**src/rtl/rvc_asap_5pl_fetch.sv**
```systemverilog
// rvc_asap_5pl_fetch: Q100H->Q101H fetch stage (PC, memory alignment, stall skid buffer, redirect).
// Optional RVC_FETCH_EBREAK_HALT_EN: halt fetch after delivering ebreak.  Rev 1.0
`default_nettype none

module rvc_asap_5pl_fetch #(
  parameter logic [31:0] RESET_PC = 32'h0000_0000,
  parameter logic [31:0] NOP_INST = 32'h0000_0013
) (
  input  logic        Clock,
  input  logic        Rst,
  output logic [31:0] PcQ100H,
  input  logic [31:0] InstFetchQ101H,
  input  logic        StallQ101H,
  input  logic        RedirectQ102H,
  input  logic [31:0] RedirectPcQ102H,
  output logic [31:0] PcQ101H,
  output logic [31:0] InstructionQ101H,
  output logic        ValidQ101H,
  output logic        Halt
);

  localparam logic [31:0] c_EBREAK_INST = 32'h0010_0073;

  logic [31:0] pc100_q, pc100_d;
  logic [31:0] pc101_q, pc101_d;
  logic        valid_q, valid_d;
  logic        kill_q, kill_d;
  logic        buf_valid_q, buf_valid_d;
  logic [31:0] buf_q, buf_d;

  logic [31:0] w_inst;
  logic [31:0] w_redir_pc;
  logic        w_halted;
  logic        w_halt_trig;

  assign w_redir_pc = RedirectPcQ102H & 32'hFFFF_FFFC;

`ifdef RVC_FETCH_EBREAK_HALT_EN
  logic halt_q, halt_d;

  assign w_halted    = halt_q;
  assign w_halt_trig = valid_q && !halt_q && !StallQ101H && (w_inst == c_EBREAK_INST);
  assign halt_d      = halt_q | w_halt_trig;
  assign Halt        = halt_q;

  always_ff @(posedge Clock) begin
    if (!Rst) halt_q <= 1'b0;
    else      halt_q <= halt_d;
  end
`else
  assign w_halted    = 1'b0;
  assign w_halt_trig = 1'b0;
  assign Halt        = 1'b0;
`endif

  // Buffered copy wins while the memory is re-reading the stalled address.
  always_comb begin
    w_inst = InstFetchQ101H;
    if (w_halted)                w_inst = NOP_INST;
    else if (buf_valid_q)        w_inst = buf_q;
    else if (kill_q || !valid_q) w_inst = NOP_INST;
  end

  always_comb begin
    pc100_d     = pc100_q;
    pc101_d     = pc101_q;
    valid_d     = valid_q;
    kill_d      = kill_q;
    buf_valid_d = buf_valid_q;
    buf_d       = buf_q;
    if (w_halted) begin
      valid_d     = 1'b0;
      kill_d      = 1'b0;
      buf_valid_d = 1'b0;
    end else if (w_halt_trig) begin
      // The ebreak is consumed at this edge; freeze the PC behind it.
      valid_d     = 1'b0;
      kill_d      = 1'b0;
      buf_valid_d = 1'b0;
    end else if (RedirectQ102H) begin
      pc100_d     = w_redir_pc;
      valid_d     = 1'b0;
      kill_d      = 1'b1;
      buf_valid_d = 1'b0;
    end else if (StallQ101H) begin
      if (!buf_valid_q) begin
        buf_valid_d = 1'b1;
        buf_d       = w_inst;
      end
    end else begin
      pc101_d     = pc100_q;
      pc100_d     = pc100_q + 32'd4;
      valid_d     = 1'b1;
      kill_d      = 1'b0;
      buf_valid_d = 1'b0;
    end
  end

  always_ff @(posedge Clock) begin
    if (!Rst) begin
      pc100_q     <= RESET_PC;
      pc101_q     <= 32'h0;
      valid_q     <= 1'b0;
      kill_q      <= 1'b0;
      buf_valid_q <= 1'b0;
      buf_q       <= NOP_INST;
    end else begin
      pc100_q     <= pc100_d;
      pc101_q     <= pc101_d;
      valid_q     <= valid_d;
      kill_q      <= kill_d;
      buf_valid_q <= buf_valid_d;
      buf_q       <= buf_d;
    end
  end

  assign PcQ100H          = pc100_q;
  assign PcQ101H          = pc101_q;
  assign InstructionQ101H = w_inst;
  assign ValidQ101H       = valid_q && !w_halted;

endmodule

`default_nettype wire

```
**config.mk**
```make
export PLATFORM = sky130hd
export DESIGN_NAME = rvc_asap_5pl_fetch
export DESIGN_NICKNAME = d
export VERILOG_FILES = /design/src/rtl/rvc_asap_5pl_fetch.sv
export SDC_FILE = /design/constraint.sdc
export NUM_CORES = 1
export LEC_CHECK = 0
export CAP_MARGIN = 10
export CORE_UTILIZATION = 35
export CTS_CLUSTER_SIZE = 12
export DETAILED_ROUTE_END_ITERATION = 8
export PLACE_DENSITY = 0.65
export SYNTH_ARGS = -nofsm -noshare
export SYNTH_HDL_FRONTEND = slang
export SYNTH_SLANG_ARGS = --single-unit
export TNS_END_PERCENT = 5
```
**constraint.sdc**
```tcl
create_clock -name Clock -period 5.55 [get_ports Clock]
set_input_delay 1.11 -clock Clock [delete_from_list [all_inputs] [get_ports Clock]]
set_output_delay 1.11 -clock Clock [all_outputs]
set_load 0.1 [all_outputs]
```
; Yosys cells after proc, flatten, opt, wreduce, memory -nomap -nowiden
; Index checks and enable logic that the tools add are counted.
[op_classes]
add_sub_neg = 1
n_mul = 0
div_mod_pow = 0
n_lt_le_gt_ge = 0
n_eq_ne = 1
shifts = 0
mux = 7
bitwise_logic = 4
reduce_logical = 5
[ops]
columns = op, count
row1 = 32-bit two-way mux, 4
row2 = "32-bit by 3-bit adder with 32-bit output, second input constant", 1
row3 = 1-bit NOT, 4
row4 = 1-bit two-way mux, 3
row5 = 3-bit AND reduction, 1
row6 = "2-bit by 1-bit != test with 1-bit output, second input constant", 1
row7 = 2-bit AND reduction, 1
row8 = 2-bit OR reduction, 1
row9 = 1-bit zero test, 1
row10 = 1-bit logical OR, 1
[word_totals]
reg_bits = 99
latch_bits = 0
ram_bits = 0
mem_bits_ro = 0
input_bits = 68
memories = 0

; Depth between registers and ports, before layout
[logic_depth]
word_depth = 4
depth_mapped = 6
mapped_depth_nobuf = 5

; Least setup slack after synthesis
; OpenSTA, ideal clock, no wires.
[synth_path]
path_type = flip-flop to output port
from = reg valid_q (netlist: ValidQ101H)
to = out InstructionQ101H[12]
t_arrival_ps = 4018
required_time_ps = 4440
slack_ps = 422
stages_incl_launch_ff = 6
path_buffers = 2
path_cell_list = dfxtp_1 -> nor2b_1 -> clkbuf_1 -> buf_1 -> nand2_1 -> o21ai_0
[synth_via]
elab_chain_cells = 4
[synth_lines]
columns = element, line
row1 = from (decl), 26  ; logic valid_q, valid_d;
row2 = from (signal assigned), 110  ; valid_q <= valid_d;
row3 = 1-bit zero test, 61  ; else if (kill_q || !valid_q) w_inst = NOP_INST;
row4 = 1-bit logical OR, 61
row5 = 32-bit two-way mux, 61
row6 = 32-bit two-way mux, 60  ; else if (buf_valid_q) w_inst = buf_q;
row7 = to (decl), 17  ; output logic [31:0] InstructionQ101H,
; No other way between the ends.

; Final worst setup path
[layout_path]
from = reg valid_q (netlist: ValidQ101H)
to = out InstructionQ101H[14]
; Same word-level chain as after synthesis.

==> reports/results.txt <==
area of the multi-input gates -> 0.002778 mm2
status -> finished clean
Reg2Reg Setup Slack -> 3.32 ns
DR WL/cell -> 15.66 um
crit path kind -> register to output port
CP Capture Type -> output port
I/O Buffers -> 158
Starting Density -> 36.49%
min-delay src -> PcQ101H[30]
worst skew pair latency -> 0.35 ns
slowest CP cell -> clkdlybuf4s50_1
CTS Buf Count -> 9
crit path max fanout -> 58
initial antenna violation count -> 0
ANT cells -> 0
vias in the first global route -> 4,792
fillcell total -> 1,247
DRT Pass-1 Iters -> 5
die outline area -> 0.01456 mm2
nets@finish -> 835
Mapped Cells -> 645
WP data arrival -> 3.22 ns
RSZ-0062 raised after global routing -> false
largest family of logic cells by synthesized area -> simple AND/OR/NAND/NOR gates
CP bufs+invs -> 1
overall power -> 1.847 mW
P_leak -> 2.345 nW
register area -> 0.001903 mm2
Rows -> 42
All-Layer GR Usage -> 20.75%
worst hold slack -> 0.4627 ns
Post-CTS Setup Inserts -> 0
drt total wl -> 14.83 mm
Placed Cells incl. Taps -> 930
final hold violation count -> 0
core box area -> 0.01351 mm2
worst reg2reg path depth -> 5
layout cells sized above 1 -> 4.929%
commonest non-fill, non-tap cell in the layout -> nand2_1
chip height -> 120.7 um
pre-CTS setup slack -> 1.371 ns
Netlist cell types -> 54
GPL Wtd Cong -> 0.7670
min Tclk post-route -> 4.330 ns
post-synthesis async set-or-reset flop share -> 0%
Final WS setup -> 1.220 ns
Synth Area in Compound Gates -> 21.86%
Power Density -> 268.5 mW/mm2
initial DRC count -> 378
post-synthesis sequential area ratio -> 38.59%
I/O pin count -> 166
WHS Endpoint -> PcQ101H[30]
CTS tree -> yes
Flop pwr share -> 40.5%
Setup-failing EPs final -> 0
Synth Flop Type -> dfxtp_1
CTS sink cnt -> 95
family with the most delay on the worst path -> buffers and inverters
startpoint types -> register
yosys warns -> 0
FF-to-FF End -> PcQ100H[22]
DP HPWL -> 9.864 mm
worst slew pin tran -> 1.197 ns
syn avg cell area -> 7.641 um2
Max Cap Viol -> 0
switch share -> 32.99%
Hold WC Path Type -> register to register
critical path's largest stage delay -> 1.18 ns
largest net degree at the start of global routing -> 67
final core occ -> 50.92%
Die Wd -> 120.7 um
Cell Chain, Critical Path -> nor2b_4 > nand2_1 > o21ai_0 > clkdlybuf4s50_1
Logic pwr share -> 22.9%
Area growth syn-to-layout -> 39.53%
number of synthesized register bits -> 95
maximum VDD drop -> 0.2821 mV
final instance area -> 0.006877 mm2
Slew Viols, Final -> 0
Adder-Cell Fraction of Synth Area -> 0.2539%
worst r2r src -> PcQ100H[2]
area of placed instances -> 0.006538 mm2
hold_buf cts -> 0
vias -> 4,991
Non-Filler Instances -> 947
global-route wire length before repair -> 24.02 mm
Critical Path RT -> 4.44 ns
fmax -> 230.9 MHz
# H-tree levels -> 3
mux cell area share after synthesis -> 0.4062%
Post-CTS Resized -> 0
grt ovf -> 0
Post-synth EDFFs -> 0
net switching power -> 0.6092 mW
max_slew headroom -> 20.03%
Mapped Area -> 0.004928 mm2
Clock Tree Buf Depth -> 2
Clock power frac -> 36.6%
Post-DRT Antenna Nets -> 0
# DRC -> 0
xor and xnor fraction of the mapped netlist area -> 1.422%
internal power -> 1.237 mW
commonest non-fill, non-tap cells in the layout -> nand2_1 (182), clkdlybuf4s50_1 (157), dfxtp_1 (94)
worst hold stages -> 2
setup TNS -> 0 ns
Layout Skew -> 0.007230 ns
crit share post-route -> 78.02%
DR vias/cell -> 5.270
clock slew at reported path FFs -> 0.06 ns
CTS Root Cell -> clkbuf_16
Simple-Gate Fraction of Synth Area -> 31.78%
-- worst reg2reg max path: cells and delay by family, from the launching register on --
family          cells  cell delay (ns)
compound gates      2             0.51
flops               1             0.53
fa+ha+maj           1             0.38
simple gates        2             0.72
-- power groups by stage --
stage	logic, mW	registers, mW	clock network, mW
2_1_floorplan	0.165	0.890	0
3_3_place_gp	0.417	0.761	0
3_5_place_dp	0.421	0.762	0
4_1_cts	0.423	0.747	0.696
5_1_grt	0.442	0.753	0.721
6_report	0.423	0.747	0.677
-- cell families (layout without fill, tap and decap cells) --
| logic type | Yosys count | count (layout) |
|---|---|---|
| compound gates | 156 | 156 |
| other cells | 1 | 5 |
| simple gates | 317 | 317 |
| buf+inv | 65 | 187 |
| flops | 95 | 95 |
| mux | 2 | 2 |
| xor+xnor | 8 | 8 |
| fa+ha+maj | 1 | 1 |
-- synth_stat cells, types with 4 or more instances --
library cell	number	area, um2
nor4_1	5	31.28
nor2b_1	8	50.05
dfxtp_1	95	1902
a21oi_1	14	70.07
nor2_1	9	33.78
and3_1	7	43.79
nor3_1	14	70.07
o21ai_0	43	215.2
and4_1	4	35.03
a21boi_0	59	442.9
nand2_1	182	683.2
and2_1	5	31.28
o211a_1	4	40.04
xnor2_1	5	43.79
nand4_1	14	87.58
nand3_1	37	185.2
o311a_1	5	50.05
clkbuf_1	39	146.4
buf_4	5	37.54
o31a_1	5	43.79
nor3b_1	8	60.06
nand2b_1	7	43.79
buf_2	9	45.04
inv_1	8	30.03
o21a_1	6	45.04
o211ai_1	4	30.03
-- sequential cells by signal (all words and copies together), names as in the netlist --
| name | count |
|---|---|
| buf_valid_q | 1 |
| kill_q | 1 |
| PcQ101H | 30 |
| buf_q | 32 |
| PcQ100H | 30 |
| ValidQ101H | 1 |
-- cell type report --
type	instances	share of cell area, %
clock buffers	11	3.530
clock inverters	5	1.183
inverters	8	0.4367
multi-input cells	489	40.39
flip-flops and latches	95	27.67
well taps	176	3.202
repair buffers	163	23.58
-- layer usage --
metal	part of all wire [%]	vias to the layer above	track usage [%]
li1	-	2469	-
met1	46	2338	26.25
met2	46	164	33.19
met3	6.7	20	5.991
met4	1.8	0	7.948
met5	0	-	0
-- worst max-delay path by stage --
stage,from,slack [ns],depth (start not counted),to
floorplan,ValidQ101H,0.42,5,InstructionQ101H[12]
global placement,InstFetchQ101H[17],1.37,4,InstructionQ101H[17]
detailed placement,InstFetchQ101H[14],1.37,4,InstructionQ101H[14]
CTS,ValidQ101H,1.18,4,InstructionQ101H[14]
global route,ValidQ101H,0.98,4,InstructionQ101H[14]
finish,ValidQ101H,1.22,4,InstructionQ101H[14]
Note: power is estimated with default switching activity, not from simulation.
